<file path="src/rtl/csr_machine_file.sv">
// Machine-mode CSR register file with trap-entry / mret sequencing and 64-bit cycle/instret counters.
// Reads are combinational with no write bypass; writes, traps and returns take effect at the clock edge.
module csr_machine_file #(
  parameter logic [31:0] MTVEC_RESET   = 32'h0000_0000,
  parameter int          COUNTER_WIDTH = 64
) (
  input  logic        clk,
  input  logic        rstN,
  input  logic        readEnable,
  input  logic [11:0] readAddr,
  output logic [31:0] readValue,
  output logic        readIllegal,
  input  logic        writeEnable,
  input  logic [11:0] writeAddr,
  input  logic [31:0] writeValue,
  input  logic        trapValid,
  input  logic        trapInterrupt,
  input  logic [4:0]  trapCause,
  input  logic [31:0] trapValue,
  input  logic [31:0] trapPc,
  input  logic        trapReturn,
  input  logic        retire,
  output logic [31:0] nextPc,
  output logic        nextPcValid,
  output logic [1:0]  privilege,
  output logic [31:0] mstatus
);

  typedef enum logic [1:0] {
    PRIV_U = 2'd0,
    PRIV_S = 2'd1,
    PRIV_M = 2'd3
  } privT;

  localparam logic [11:0] ADDR_MSTATUS   = 12'h300;
  localparam logic [11:0] ADDR_MTVEC     = 12'h305;
  localparam logic [11:0] ADDR_MSCRATCH  = 12'h340;
  localparam logic [11:0] ADDR_MEPC      = 12'h341;
  localparam logic [11:0] ADDR_MCAUSE    = 12'h342;
  localparam logic [11:0] ADDR_MTVAL     = 12'h343;
  localparam logic [11:0] ADDR_MCYCLE    = 12'hB00;
  localparam logic [11:0] ADDR_MCYCLEH   = 12'hB80;
  localparam logic [11:0] ADDR_MINSTRET  = 12'hB02;
  localparam logic [11:0] ADDR_MINSTRETH = 12'hB82;
  localparam logic [11:0] ADDR_CYCLE     = 12'hC00;
  localparam logic [11:0] ADDR_CYCLEH    = 12'hC80;
  localparam logic [11:0] ADDR_INSTRET   = 12'hC02;
  localparam logic [11:0] ADDR_INSTRETH  = 12'hC82;

  privT                     privReg;
  privT                     mpp;
  logic                     mie;
  logic                     mpie;
  logic [31:0]              mtvec;
  logic [31:0]              mscratch;
  logic [31:0]              mepc;
  logic [31:0]              mcause;
  logic [31:0]              mtval;
  logic [COUNTER_WIDTH-1:0] mcycle;
  logic [COUNTER_WIDTH-1:0] minstret;

  function automatic logic csrMapped(input logic [11:0] addr);
    case (addr)
      ADDR_MSTATUS, ADDR_MTVEC, ADDR_MSCRATCH, ADDR_MEPC, ADDR_MCAUSE, ADDR_MTVAL,
      ADDR_MCYCLE, ADDR_MCYCLEH, ADDR_MINSTRET, ADDR_MINSTRETH,
      ADDR_CYCLE, ADDR_CYCLEH, ADDR_INSTRET, ADDR_INSTRETH: csrMapped = 1'b1;
      default:                                              csrMapped = 1'b0;
    endcase
  endfunction

  assign privilege = privReg;
  assign mstatus   = {19'b0, mpp, 3'b0, mpie, 3'b0, mie, 3'b0};

  // ---------------------------------------------------------------------------
  // Combinational read port
  // ---------------------------------------------------------------------------
  logic [31:0] readData;
  logic        readMapped;

  always_comb begin
    // NOTE: every always_comb output gets a default first so no path leaves it unassigned (no latch).
    readData   = '0;
    readMapped = csrMapped(readAddr);
    case (readAddr)
      ADDR_MSTATUS:                  readData = mstatus;
      ADDR_MTVEC:                    readData = mtvec;
      ADDR_MSCRATCH:                 readData = mscratch;
      ADDR_MEPC:                     readData = mepc;
      ADDR_MCAUSE:                   readData = mcause;
      ADDR_MTVAL:                    readData = mtval;
      ADDR_MCYCLE,   ADDR_CYCLE:     readData = mcycle[31:0];
      ADDR_MCYCLEH,  ADDR_CYCLEH:    readData = mcycle[63:32];
      ADDR_MINSTRET, ADDR_INSTRET:   readData = minstret[31:0];
      ADDR_MINSTRETH, ADDR_INSTRETH: readData = minstret[63:32];
      default:                       readData = '0;
    endcase
  end

  assign readIllegal = readEnable & (~readMapped | (readAddr[9:8] > privilege));
  assign readValue   = (readEnable & ~readIllegal) ? readData : 32'h0;

  // ---------------------------------------------------------------------------
  // Action arbitration: trap beats mret beats CSR write
  // ---------------------------------------------------------------------------
  logic doTrap;
  logic doMret;
  logic writeLegal;
  logic doWrite;

  assign doTrap     = trapValid;
  assign doMret     = trapReturn & ~trapValid;
  assign writeLegal = csrMapped(writeAddr) && (writeAddr[11:10] != 2'b11)
                      && (writeAddr[9:8] <= privilege);
  assign doWrite    = writeEnable & writeLegal & ~trapValid & ~trapReturn;

  logic wrMstatus, wrMtvec, wrMscratch, wrMepc, wrMcause, wrMtval;
  logic wrMcycleLo, wrMcycleHi, wrMinstretLo, wrMinstretHi;

  assign wrMstatus    = doWrite && (writeAddr == ADDR_MSTATUS);
  assign wrMtvec      = doWrite && (writeAddr == ADDR_MTVEC);
  assign wrMscratch   = doWrite && (writeAddr == ADDR_MSCRATCH);
  assign wrMepc       = doWrite && (writeAddr == ADDR_MEPC);
  assign wrMcause     = doWrite && (writeAddr == ADDR_MCAUSE);
  assign wrMtval      = doWrite && (writeAddr == ADDR_MTVAL);
  assign wrMcycleLo   = doWrite && (writeAddr == ADDR_MCYCLE);
  assign wrMcycleHi   = doWrite && (writeAddr == ADDR_MCYCLEH);
  assign wrMinstretLo = doWrite && (writeAddr == ADDR_MINSTRET);
  assign wrMinstretHi = doWrite && (writeAddr == ADDR_MINSTRETH);

  // ---------------------------------------------------------------------------
  // Privilege and mstatus fields
  // ---------------------------------------------------------------------------
  always_ff @(posedge clk or negedge rstN) begin
    // NOTE: sequential state uses non-blocking assignments so all registers update from pre-edge values.
    if (!rstN) begin
      privReg <= PRIV_M;
      mpp     <= PRIV_U;
      mie     <= 1'b0;
      mpie    <= 1'b0;
    end else if (doTrap) begin
      mpie    <= mie;
      mie     <= 1'b0;
      mpp     <= privReg;
      privReg <= PRIV_M;
    end else if (doMret) begin
      privReg <= mpp;
      mie     <= mpie;
      mpie    <= 1'b1;
      mpp     <= PRIV_U;
    end else if (wrMstatus) begin
      mie  <= writeValue[3];
      mpie <= writeValue[7];
      // Only U and M exist; an S or reserved encoding leaves MPP untouched.
      if (writeValue[12:11] == 2'b00 || writeValue[12:11] == 2'b11) begin
        mpp <= privT'(writeValue[12:11]);
      end
    end
  end

  // ---------------------------------------------------------------------------
  // Trap CSRs
  // ---------------------------------------------------------------------------
  always_ff @(posedge clk or negedge rstN) begin
    if (!rstN) begin
      mtvec    <= {MTVEC_RESET[31:2], 2'b00};
      mscratch <= '0;
      mepc     <= '0;
      mcause   <= '0;
      mtval    <= '0;
    end else if (doTrap) begin
      mepc   <= {trapPc[31:2], 2'b00};
      mcause <= {trapInterrupt, 26'b0, trapCause};
      mtval  <= trapValue;
    end else begin
      if (wrMtvec)    mtvec    <= {writeValue[31:2], 2'b00};
      if (wrMscratch) mscratch <= writeValue;
      if (wrMepc)     mepc     <= {writeValue[31:2], 2'b00};
      if (wrMcause)   mcause   <= writeValue;
      if (wrMtval)    mtval    <= writeValue;
    end
  end

  // ---------------------------------------------------------------------------
  // Redirect: a single-cycle pulse; the target holds between pulses
  // ---------------------------------------------------------------------------
  always_ff @(posedge clk or negedge rstN) begin
    if (!rstN) begin
      nextPc      <= '0;
      nextPcValid <= 1'b0;
    end else begin
      nextPcValid <= doTrap | doMret;
      if (doTrap) begin
        nextPc <= mtvec;
      end else if (doMret) begin
        nextPc <= mepc;
      end
    end
  end

  // ---------------------------------------------------------------------------
  // Counters: a write to either half replaces that cycle's increment
  // ---------------------------------------------------------------------------
  always_ff @(posedge clk or negedge rstN) begin
    if (!rstN) begin
      mcycle <= '0;
    end else if (wrMcycleLo) begin
      mcycle[31:0] <= writeValue;
    end else if (wrMcycleHi) begin
      mcycle[63:32] <= writeValue;
    end else begin
      mcycle <= mcycle + COUNTER_WIDTH'(1);
    end
  end

  always_ff @(posedge clk or negedge rstN) begin
    if (!rstN) begin
      minstret <= '0;
    end else if (wrMinstretLo) begin
      minstret[31:0] <= writeValue;
    end else if (wrMinstretHi) begin
      minstret[63:32] <= writeValue;
    end else begin
      minstret <= minstret + COUNTER_WIDTH'(retire);
    end
  end

endmodule

</file>
<file path="config.mk">
export PLATFORM = sky130hd
export DESIGN_NAME = csr_machine_file
export DESIGN_NICKNAME = d
export VERILOG_FILES = /design/src/rtl/csr_machine_file.sv
export SDC_FILE = /design/constraint.sdc
export NUM_CORES = 1
export LEC_CHECK = 0
export BUFFER_PORTS_ARGS = -buffer_cell sky130_fd_sc_hd__buf_2
export CAP_MARGIN = 20
export CORE_AREA = 2 2 247 249
export DETAILED_ROUTE_END_ITERATION = 12
export DIE_AREA = 0 0 249 251
export GPL_TIMING_DRIVEN = 0
export HOLD_SLACK_MARGIN = 0.12
export PLACE_DENSITY = 0.57
export SYNTH_ARGS = -nofsm -noshare
export SYNTH_HDL_FRONTEND = slang
export SYNTH_SLANG_ARGS = --single-unit
</file>
<file path="constraint.sdc">
create_clock -name clk -period 2.4 [get_ports clk]
set_input_delay 0.24 -clock clk [delete_from_list [all_inputs] [get_ports clk]]
set_output_delay 0.24 -clock clk [all_outputs]
set_load 0.02 [all_outputs]
</file>
==> results by group <==
Setup path
  – Crit. End Element: output port
  – Startpoint types: register
  – Worst Setup Path Type: reg2out
  – CP Cell Sequence: inv_4, ha_4, nor2b_4, o21ai_4, nand3_4, clkbuf_16, a21oi_2, buf_4
  – Reg2reg start: privilege[1]
  – Reg-to-reg endpoint: mcause[27]
  – Worst r2r path cells: 14
  – Worst endpoint required time: 2.16 ns
  – Largest stage delay, worst path: 0.56 ns
  – Crit-path max FO: 8
  – R2r setup slk: -0.46 ns
  – Critical Path AT: 2.63 ns
  – Critical-path top delay cell: dfstp_2

Synth
  – Ys flop type: dfrtp_1
  – Leading area contributor after synthesis: dfrtp_1
  – Top cell type's share of synthesized area: 0.408
  – Synthesized area per cell: 8.82 µm²
  – Post-synth EDFFs: 0
  – Register area share after synthesis: 0.411
  – Yosys Warn Count: 0
  – Gate count after technology mapping: 2217
  – Yosys cell types: 93
  – Async SR Flop Fraction: 1.00
  – Synth Cell Area: 0.0195 mm²
  – Most numerous cell in the Yosys netlist: dfrtp_1
  – Synth top area cells: dfrtp_1, nand2_1, mux2i_1, mux2_2, a21oi_1
  – Synth top cells by count: dfrtp_1, nand2_1, a21oi_1, nor2_1, o21ai_0
  – Synth Register Bits: 321

Routing
  – DR vias: 23100
  – Drt wl/cell: 32.8 µm
  – Initial DRT Pass Iterations: 6
  – Detailed Route WL: 117000 µm
  – Vias per cell: 6.47
  – DRC viols: 0
  – Initial DRC Count: 3173
  – Antenna-violating nets left: 0

Power and ir drop
  – Worst vdd ir: 0.468 mV
  – PD cells: 483 mW/mm²
  – Sw frac: 0.301
  – Register share of total power: 0.407
  – Sw power: 4.49 mW
  – Comb pwr share: 0.149
  – Clock power share: 0.444
  – Pleak: 12.7 nW
  – Internal power: 10.4 mW
  – Total power: 14.9 mW

Die
  – Die Span Y: 251 µm
  – Row cnt: 90
  – Die area: 0.0625 mm²
  – Core ar.: 0.0598 mm²
  – Boundary pin count: 233
  – Starting Density: 0.327
  – Die width: 249 µm

Cells and area
  – Layout area overhead: 58.0%
  – Nets@finish: 2889
  – Fillers: 5255
  – Layout cell share with drive strength beyond 1: 0.422
  – Final design utilization: 0.517
  – Area of the multi-input gates: 0.0136 mm²
  – Register area: 0.00805 mm²

Placed design
  – I/O Buffers: 171
  – Placer Congestion: 1.00
  – Place WS: -1.97 ns
  – DP HPWL: 79000 µm

Hold path
  – Min-delay src: retire
  – Worst hold path type: in2reg
  – WHS Endpoint: minstret[0]
  – WHS Path Cells: 4

GRT
  – Number of global-route vias before repair: 22200
  – Initial antenna violation count: 7
  – Largest net degree at the start of global routing: 104
  – Total grt overflow: 0
  – First-pass GRT wire length: 162000 µm
  – GR Util All Layers: 0.358

STA
  – Final setup violating endpoints: 320
  – Slew at the pin closest to its max-slew limit: 1.37 ns
  – Final Cycle Share: 1.20
  – Fin. max-slew vios: 0
  – RSZ-0062 raised after global routing: true
  – Fin crit period: 2.87 ns
  – Setup ws final: -0.475 ns
  – Rel. slew slack: 0.0869
  – Clock Skew: 0.0302 ns
  – Hold Violations, Final: 0
  – F_max: 348 MHz
  – Sum Neg Setup Slack: -88.27 ns

Run status
  – Status: complete, but fails checks
  – Failing checks: setup timing

Clock tree
  – CTS Buffer Depth: 3
  – TritonCTS clock tree: done
  – Num CTS Buffers: 41
  – Sink Count: 321
  – CTS clk-pin slew, worst paths: 0.06 ns
  – CTS root buffer: clkbuf_16
  – Worst skew pair latency: 0.60 ns
  – Number of H-tree levels: 2

Job
  – Max-Cap Viols: 0
## worst max-delay path: cells and delay by family (launching register included)
family,cells,cell delay [ns]
DFF,1,0.56
buffers and inverters,3,0.52
AOI/OAI and AO/OA,2,0.37
and+or+nand+nor,2,0.36
adders and majority gates,1,0.22
## area by class of cell
cell class                 count  area share
clock inverter                16     0.00697
timing repair buffer         477       0.156
antenna                        3    0.000243
clock buffer                  60      0.0384
tap                          782      0.0317
buffer                       198      0.0602
sequential                   321       0.260
multi-input combinational   1670       0.441
inverter                      40     0.00494
## power by group through the flow
stage | registers (mW) | logic, mW | clock network, mW
after CTS | 6.03 | 2.04 | 6.62
after global placement | 6.10 | 1.56 | 0
after floorplan | 6.02 | 0.823 | 0
final | 6.08 | 2.22 | 6.63
after global routing | 6.09 | 2.33 | 6.87
after detailed placement | 6.10 | 1.64 | 0
## metrics by stage
stage / hold WS, ns / cell area (µm²) / std cells
floorplan: -0.0556 / 19700 / 2246
global placement: 0.472 / 21600 / 3199
detailed placement: 0.178 / 21800 / 3213
CTS: 0.125 / 29000 / 3515
global route: 0.138 / 30900 / 3565
finish: 0.119 / 30900 / 3567
## flip-flops by register name, indices dropped and copies added (netlist names)
| register | cells |
|---|---|
| privilege | 2 |
| minstret | 64 |
| mcycle | 64 |
| mpie | 1 |
| mcause | 32 |
| mepc | 30 |
| nextPcValid | 1 |
| mpp | 2 |
| nextPc | 30 |
| mtval | 32 |
| mtvec | 30 |
| mie | 1 |
| mscratch | 32 |
## kinds of logic after synthesis
group / Yosys count / synth area share
AOI/OAI and AO/OA: 677 / 0.227
other: 1 / 0.000192
adders and majority gates: 7 / 0.00448
and+or+nand+nor: 764 / 0.194
muxes: 191 / 0.103
buffers and inverters: 256 / 0.0604
DFF: 321 / 0.411
## how the worst max path moves through the flow
stage	startpoint	depth (start not counted)	to	slack, ns
global placement	rstN	1	nextPc[4]	-5.65
CTS	privilege[1]	8	readValue[12]	-0.45
detailed placement	readAddr[5]	8	readValue[13]	-1.97
global route	privilege[1]	8	readValue[23]	-0.48
floorplan	privilege[1]	11	mcycle[44]	-0.02
finish	privilege[1]	8	readValue[30]	-0.47
## layout by cell type, fill, tap and decap left out, types with 30 or more instances in the layout
cell type and count:
inv_1 38, conb_1 30, a21oi_2 89, a2bb2oi_2 31
buf_2 166, a31oi_4 31, buf_4 121, dfrtp_1 309
buf_6 96, mux2_4 37, nand2_1 198, clkbuf_1 60
o21ai_0 84, buf_8 51, nand2_2 46, nor2_1 109
a22oi_1 59, mux2i_1 104, a21oi_1 78, dlygate4sd3_1 80
nand3_1 86, clkbuf_16 76, nand2_4 42, o21ai_1 33
mux2_2 48, nand4_1 33
## per-layer routing
metal  wire length [µm]  GRT usage  part of all wire  vias up
met5                 60          0           0.00051        -
met4               9730      0.240             0.083        8
met3              13800     0.0954              0.12      505
met2              49700      0.540              0.43     1835
met1              43600      0.449              0.37    11400
li1                   -          -                 -     9323
## repair_timing
action                                  CTS  global route
endpoints found under the setup margin  320           321
resized for setup                       850           354
cloned                                   41             9
hold endpoints to repair                321             0
pin swaps                               197           165
hold buffers                             80             0
buffers inserted                        113            67
No activity file was read; power rests on OpenSTA's default activity.
